### src/rtl/rgb_pwm_ctrl_pkg.sv
// Shared definitions for the RGB PWM controller: register map, CTRL bit positions,
// PWM width and the breathe duty-scaling helper.
package rgb_pwm_ctrl_pkg;

   localparam int PWM_W    = 8;
   localparam int NUM_CHAN = 3;

   localparam logic [PWM_W-1:0] PWM_MAX = 8'hFF;

   typedef enum logic [1:0] {
      ADDR_CTRL  = 2'd0,
      ADDR_DUTY0 = 2'd1,
      ADDR_DUTY1 = 2'd2,
      ADDR_DUTY2 = 2'd3
   } reg_addr_e;

   localparam int CTRL_EN_BIT      = 0;
   localparam int CTRL_BREATHE_BIT = 1;

   typedef enum logic {
      DIR_UP   = 1'b0,
      DIR_DOWN = 1'b1
   } breathe_dir_e;

   // Upper byte of duty*level, so level 255 gives just under full duty.
   function automatic logic [PWM_W-1:0] scale_duty(input logic [PWM_W-1:0] duty,
                                                   input logic [PWM_W-1:0] level);
      logic [2*PWM_W-1:0] prod;
      prod = {{PWM_W{1'b0}}, duty} * {{PWM_W{1'b0}}, level};
      return prod[2*PWM_W-1:PWM_W];
   endfunction

endpackage

### src/rtl/rgb_pwm_ctrl_chan.sv
// One PWM channel: duty shadow register reloaded at the period boundary, compare
// against the shared period counter, and a registered output.
module rgb_pwm_ctrl_chan
   import rgb_pwm_ctrl_pkg::*;
(
   input  logic             clk,
   input  logic             reset,
   input  logic             en,
   input  logic             load,
   input  logic [PWM_W-1:0] duty,
   input  logic [PWM_W-1:0] eff_duty,
   input  logic [PWM_W-1:0] pwm_cnt,
   output logic             pwm_o
);

   logic [PWM_W-1:0] shadow_q;
   logic [PWM_W-1:0] shadow_d;
   logic             pwm_q;
   logic             pwm_d;

   // While disabled the shadow follows the programmed duty so a fresh enable
   // starts its first frame with the current value rather than a stale one.
   always_comb begin
      shadow_d = shadow_q;
      if (!en) begin
         shadow_d = duty;
      end else if (load) begin
         shadow_d = eff_duty;
      end
      pwm_d = en & (pwm_cnt < shadow_q);
   end

   always_ff @(posedge clk or negedge reset) begin
      if (!reset) begin
         shadow_q <= '0;
         pwm_q    <= 1'b0;
      end else begin
         shadow_q <= shadow_d;
         pwm_q    <= pwm_d;
      end
   end

   assign pwm_o = en & pwm_q;

endmodule

### src/rtl/rgb_pwm_ctrl.sv
// CPU-programmable 3-channel PWM for the RGB LED driver. Define RGB_PWM_BREATHE_EN
// to add the CTRL.BREATHE triangle-level modulation of all channel duties.
module rgb_pwm_ctrl
   import rgb_pwm_ctrl_pkg::*;
#(
   parameter int PRESCALE = 47
)
(
   input  logic       clk,
   input  logic       reset,
   input  logic       cs,
   input  logic       we,
   input  logic [1:0] addr,
   input  logic [7:0] din,
   output logic [7:0] dout,
   output logic [2:0] pwm_o,
   output logic       frame_o
);

   localparam int PRESC_W = (PRESCALE < 1) ? 1 : $clog2(PRESCALE + 1);
   localparam logic [PRESC_W-1:0] PRESC_LAST = PRESC_W'(PRESCALE);

   reg_addr_e addr_e;
   logic      wr;
   logic      rd;
   logic      tick;
   logic      boundary;
   logic      breathe_bit;

   logic                              en_q;
   logic                              en_d;
   logic [NUM_CHAN-1:0][PWM_W-1:0]    duty_q;
   logic [NUM_CHAN-1:0][PWM_W-1:0]    duty_d;
   logic [NUM_CHAN-1:0][PWM_W-1:0]    eff_duty;
   logic [PRESC_W-1:0]                presc_q;
   logic [PRESC_W-1:0]                presc_d;
   logic [PWM_W-1:0]                  cnt_q;
   logic [PWM_W-1:0]                  cnt_d;

   assign addr_e = reg_addr_e'(addr);
   assign wr     = cs & we;
   assign rd     = cs & ~we;

   always_comb begin
      en_d   = en_q;
      duty_d = duty_q;
      if (wr) begin
         case (addr_e)
            ADDR_CTRL:  en_d      = din[CTRL_EN_BIT];
            ADDR_DUTY0: duty_d[0] = din;
            ADDR_DUTY1: duty_d[1] = din;
            ADDR_DUTY2: duty_d[2] = din;
            default:    en_d      = en_q;
         endcase
      end
   end

   // The period boundary is the tick that wraps pwm_cnt from 255 back to 0.
   assign tick     = en_q & (presc_q == PRESC_LAST);
   assign boundary = tick & (cnt_q == PWM_MAX);
   assign frame_o  = boundary;

   always_comb begin
      presc_d = '0;
      cnt_d   = '0;
      if (en_q) begin
         presc_d = tick ? '0 : presc_q + PRESC_W'(1);
         cnt_d   = tick ? cnt_q + PWM_W'(1) : cnt_q;
      end
   end

   always_ff @(posedge clk or negedge reset) begin
      if (!reset) begin
         en_q    <= 1'b0;
         duty_q  <= '0;
         presc_q <= '0;
         cnt_q   <= '0;
      end else begin
         en_q    <= en_d;
         duty_q  <= duty_d;
         presc_q <= presc_d;
         cnt_q   <= cnt_d;
      end
   end

`ifdef RGB_PWM_BREATHE_EN
   logic         breathe_q;
   logic         breathe_d;
   logic [PWM_W-1:0] level_q;
   logic [PWM_W-1:0] level_d;
   breathe_dir_e dir_q;
   breathe_dir_e dir_d;
   logic [7:0]   unused_din;

   assign unused_din = din & 8'hFC;

   // Level walks 0->255->0 one step per frame, turning around at each end.
   always_comb begin
      breathe_d = breathe_q;
      level_d   = level_q;
      dir_d     = dir_q;
      if (wr && (addr_e == ADDR_CTRL)) begin
         breathe_d = din[CTRL_BREATHE_BIT];
      end
      if (!breathe_q) begin
         level_d = '0;
         dir_d   = DIR_UP;
      end else if (boundary) begin
         if (dir_q == DIR_UP) begin
            if (level_q == PWM_MAX) begin
               dir_d   = DIR_DOWN;
               level_d = level_q - PWM_W'(1);
            end else begin
               level_d = level_q + PWM_W'(1);
            end
         end else begin
            if (level_q == '0) begin
               dir_d   = DIR_UP;
               level_d = level_q + PWM_W'(1);
            end else begin
               level_d = level_q - PWM_W'(1);
            end
         end
      end
   end

   always_ff @(posedge clk or negedge reset) begin
      if (!reset) begin
         breathe_q <= 1'b0;
         level_q   <= '0;
         dir_q     <= DIR_UP;
      end else begin
         breathe_q <= breathe_d;
         level_q   <= level_d;
         dir_q     <= dir_d;
      end
   end

   always_comb begin
      eff_duty = duty_q;
      if (breathe_q) begin
         for (int i = 0; i < NUM_CHAN; i++) begin
            eff_duty[i] = scale_duty(duty_q[i], level_q);
         end
      end
   end

   assign breathe_bit = breathe_q;
`else
   logic [7:0] unused_din;

   assign unused_din  = din & 8'hFE;
   assign eff_duty    = duty_q;
   assign breathe_bit = 1'b0;
`endif

   always_comb begin
      dout = '0;
      if (rd) begin
         case (addr_e)
            ADDR_CTRL:  dout = {6'b0, breathe_bit, en_q};
            ADDR_DUTY0: dout = duty_q[0];
            ADDR_DUTY1: dout = duty_q[1];
            ADDR_DUTY2: dout = duty_q[2];
            default:    dout = '0;
         endcase
      end
   end

   for (genvar i = 0; i < NUM_CHAN; i++) begin : g_chan
      rgb_pwm_ctrl_chan u_chan (
         .clk      (clk),
         .reset    (reset),
         .en       (en_q),
         .load     (boundary),
         .duty     (duty_q[i]),
         .eff_duty (eff_duty[i]),
         .pwm_cnt  (cnt_q),
         .pwm_o    (pwm_o[i])
      );
   end

endmodule

### config.mk
export PLATFORM = sky130hd
export DESIGN_NAME = rgb_pwm_ctrl
export DESIGN_NICKNAME = d
export VERILOG_FILES = /design/src/rtl/rgb_pwm_ctrl_pkg.sv /design/src/rtl/rgb_pwm_ctrl_chan.sv /design/src/rtl/rgb_pwm_ctrl.sv
export SDC_FILE = /design/constraint.sdc
export NUM_CORES = 1
export LEC_CHECK = 0
export ABC_AREA = 0
export CAP_MARGIN = 5
export CORE_UTILIZATION = 60
export CTS_CLUSTER_DIAMETER = 80
export DETAILED_ROUTE_END_ITERATION = 8
export PLACE_DENSITY = 0.81
export SLEW_MARGIN = 20
export SYNTH_ARGS = -nofsm -noshare
export SYNTH_HDL_FRONTEND = slang
export SYNTH_SLANG_ARGS = --single-unit
### constraint.sdc
create_clock -name clk -period 2.5 [get_ports clk]
set_input_delay 0.625 -clock clk [delete_from_list [all_inputs] [get_ports clk]]
set_output_delay 0.625 -clock clk [all_outputs]
set_load 0.1 [all_outputs]
==> impl_metrics.csv <==
group,metric,value,unit
layout,syn_to_final_growth,16.2,%
global_routing,grt_max_degree,42,
floorplan,die_h,84.5,um
setup_path,r2r_end,"g_chan[0].u_chan.pwm_q$_DFF_PN0_",
cts,holdBufCountCts,0,
pwr,vdd.ir_drop.worst,0.404,mV
pwr,total_power,3.37,mW
global_routing,grt_pass1_wl,16200,um
run_status,violations,"design-rule violations",
floorplan,io_pins,26,
setup_path,r2r_cells,4,
synthesis,synth_seq_cells,66,
route,drc,2,
sta,slew_headroom,0.591,
global_routing,antenna_found_initial,0,
synthesis,synth_warnings,0,
placed_design,dp_hpwl,6560,um
setup_path,cp-start-kind,"primary input",
placed_design,place_congestion,0.840,
setup_path,cp_common_cell,"buf_4",
layout,drive_gt1_frac,0.273,
layout,antenna_cells,0,
floorplan,die_area,0.00714,mm2
sta,hold_violations,0,
synthesis,post_synth_instance_area,0.00408,mm2
run_status,outcome,"complete, but fails checks",
global_routing,grt_pass1_vias,3223,
sta,setup_violations,0,
sta,fmax,411,MHz
setup_path,r2r_slack,580,ps
global_routing,grt-ovfl-total,0,
layout,finish.instance_area,0.00475,mm2
route,wirelength,9790,um
pwr,power_leakage,2.12,nW
layout,n_fill_cell,459,
setup_path,critical_path_class,"primary input to output pin",
sta,whs,289,ps
cts,htreeDepth,3,
cts,clkSlewWorstSetupHoldPaths,70,ps
job,max-cap-violations,0,
route,num_vias,3310,
setup_path,critPathCaptureType,"output pin",
synthesis,yosysUniqueCellTypes,43,
synthesis,synthesis.nets,441,
cts,clk_latency,340,ps
route,drt_pass1_iterations,6,
sta,drv_slew,0,
cts,cts.sinks,66,
floorplan,dieWidth,84.5,um
setup_path,arrival,1810,ps
sta,fin_ws,67.7,ps
cts,root_buffer,"clkbuf_8",
setup_path,path_max_fanout,4,
cts,cts_buffers,9,
global_routing,grtUsageTotal,0.294,
cts,cts_tree,"yes",
hold_path,min_path_type,"primary input to asynchronous set/reset pin",
setup_path,critPathRequiredTime,1880,ps
pwr,p_per_area,711,mW/mm2
sta,period_share,0.973,
floorplan,row_count,29,
floorplan,core_area,0.00646,mm2
floorplan,initial_core_util,0.632,
route,antenna_left,0,
setup_path,slowest_stage,"dlygate4sd2_1",
layout,mostFrequentLayoutCells,"dfrtp_1, nand2_1, mux2_2",
layout,layout.nets,465,
placed_design,place_area,0.00455,mm2
sta,grt_setup_unrepaired,"false",
route,wl_per_cell,19.2,um
synthesis,avgSynthCellArea,10.1,um2
route,vias_per_cell,6.50,
setup_path,path_cells,"dlygate4sd2_1 -> buf_4 -> nor2b_2 -> buf_4 -> a22oi_1 -> nor2_2 -> buf_12",
synthesis,synth_seq_area_share,0.404,
setup_path,regToRegStartpoint,"cnt_q[3]$_DFFE_PN0P_",
placed_design,pre_cts_slack,-321,ps
route,drt-initial-drc-count,270,
sta,fin_worst_skew,7.38,ps
layout,final_common_cell,"dfrtp_1",
sta,tightest_slew,613,ps
cts,ctsLongestPathBuffers,2,
placed_design,portBuffers,25,
sta,post-route-min-period,2430,ps
synthesis,synthCells,404,
setup_path,critPathMaxStageDelay,270,ps
==> flip-flops by register name (all words and copies together) (netlist names) <==
register	flops
duty_q	24
g_chan.u_chan.shadow_q	24
cnt_q	8
presc_q	6
g_chan.u_chan.pwm_q	3
en_q	1
==> worst max-delay path, delay by kind of cell <==
family / cells / cell delay, ps
simple gates: 2 / 320
buf+inv: 4 / 770
compound gates: 1 / 90
==> layer usage <==
metal  share of wire  global-route usage  up-vias
met5               0                   0        -
met2            0.50               0.484      121
met1            0.44               0.391     1637
met3           0.052              0.0531       17
met4           0.015               0.111        0
li1                -                   -     1535
==> synthesized netlist by cell type (all sizes together) <==
cell type | instances | area share
a2111oi | 3 | 0.0064
nand2 | 55 | 0.051
clkinv | 1 | 0.00092
nand4b | 3 | 0.0064
inv | 22 | 0.020
a211oi | 3 | 0.0055
mux4 | 1 | 0.0055
nor4 | 2 | 0.0031
mux2 | 32 | 0.088
clkbuf | 19 | 0.017
o21ai | 9 | 0.011
nor3b | 3 | 0.0055
ha | 23 | 0.070
nor2b | 5 | 0.0077
and3 | 3 | 0.0046
buf | 15 | 0.028
and2 | 5 | 0.0077
or3 | 4 | 0.0061
dfrtp | 66 | 0.40
and3b | 1 | 0.0021
nand3 | 4 | 0.0049
nand4 | 27 | 0.043
o211ai | 27 | 0.074
xor2 | 1 | 0.0021
nand3b | 1 | 0.0018
nand2b | 4 | 0.0061
a21oi | 10 | 0.012
mux2i | 3 | 0.0074
nor2 | 11 | 0.010
and4 | 25 | 0.054
xnor2 | 1 | 0.0021
or4 | 2 | 0.0037
o2111a | 3 | 0.0083
a22oi | 7 | 0.013
nor3 | 1 | 0.0012
o31ai | 2 | 0.0037
==> repair_timing <==
action / CTS / global route
pin swaps: 1 / 1
setup endpoints to repair: 8 / 7
buffers inserted: 0 / 0
gates resized for setup: 8 / 8
==> logic make-up after synthesis <==
kind of cell	count (synthesis)	share of synthesized area
fa+ha+maj	23	0.0705
mux	36	0.101
buf+inv	57	0.0668
simple gates	156	0.219
xor+xnor	2	0.00429
compound gates	64	0.134
flops	66	0.404
==> where the power goes <==
group / internal (mW) / total, mW / switching (mW) / leakage, nW
registers: 1.32 / 1.54 / 0.212 / 0.823
logic: 0.464 / 1.03 / 0.570 / 1.20
clock network: 0.404 / 0.806 / 0.402 / 0.0920
total: 2.19 / 3.37 / 1.18 / 2.12
==> area by class of cell <==
class                   count  area [um2]  area share
clock inverters             3        15.0     0.00316
repair buffers             47         541       0.114
clock buffers              12         155      0.0327
flip-flops and latches     66        1650       0.348
multi-input cells         281        2200       0.463
inverters                  23        86.3      0.0182
well taps                  77        96.3      0.0203
==> how the worst max path moves through the flow <==
stage | to | from | slack [ps]
after floorplan | dout[4] | addr[0] | -450
after global placement | dout[5] | addr[0] | -300
after detailed placement | dout[4] | addr[0] | -320
after CTS | dout[5] | cs | -4
after global routing | dout[7] | cs | 10
final | dout[3] | addr[1] | 70
==> stage by stage <==
step	std cells	utilization	TNS, ps
6_report	509	0.735	0
5_1_grt	509	0.735	0
4_1_cts	509	0.732	-4.28
3_5_place_dp	494	0.704	-2230
3_3_place_gp	494	0.704	-2020
2_1_floorplan	404	-	-1800
Note: power is estimated with default switching activity, not from simulation.
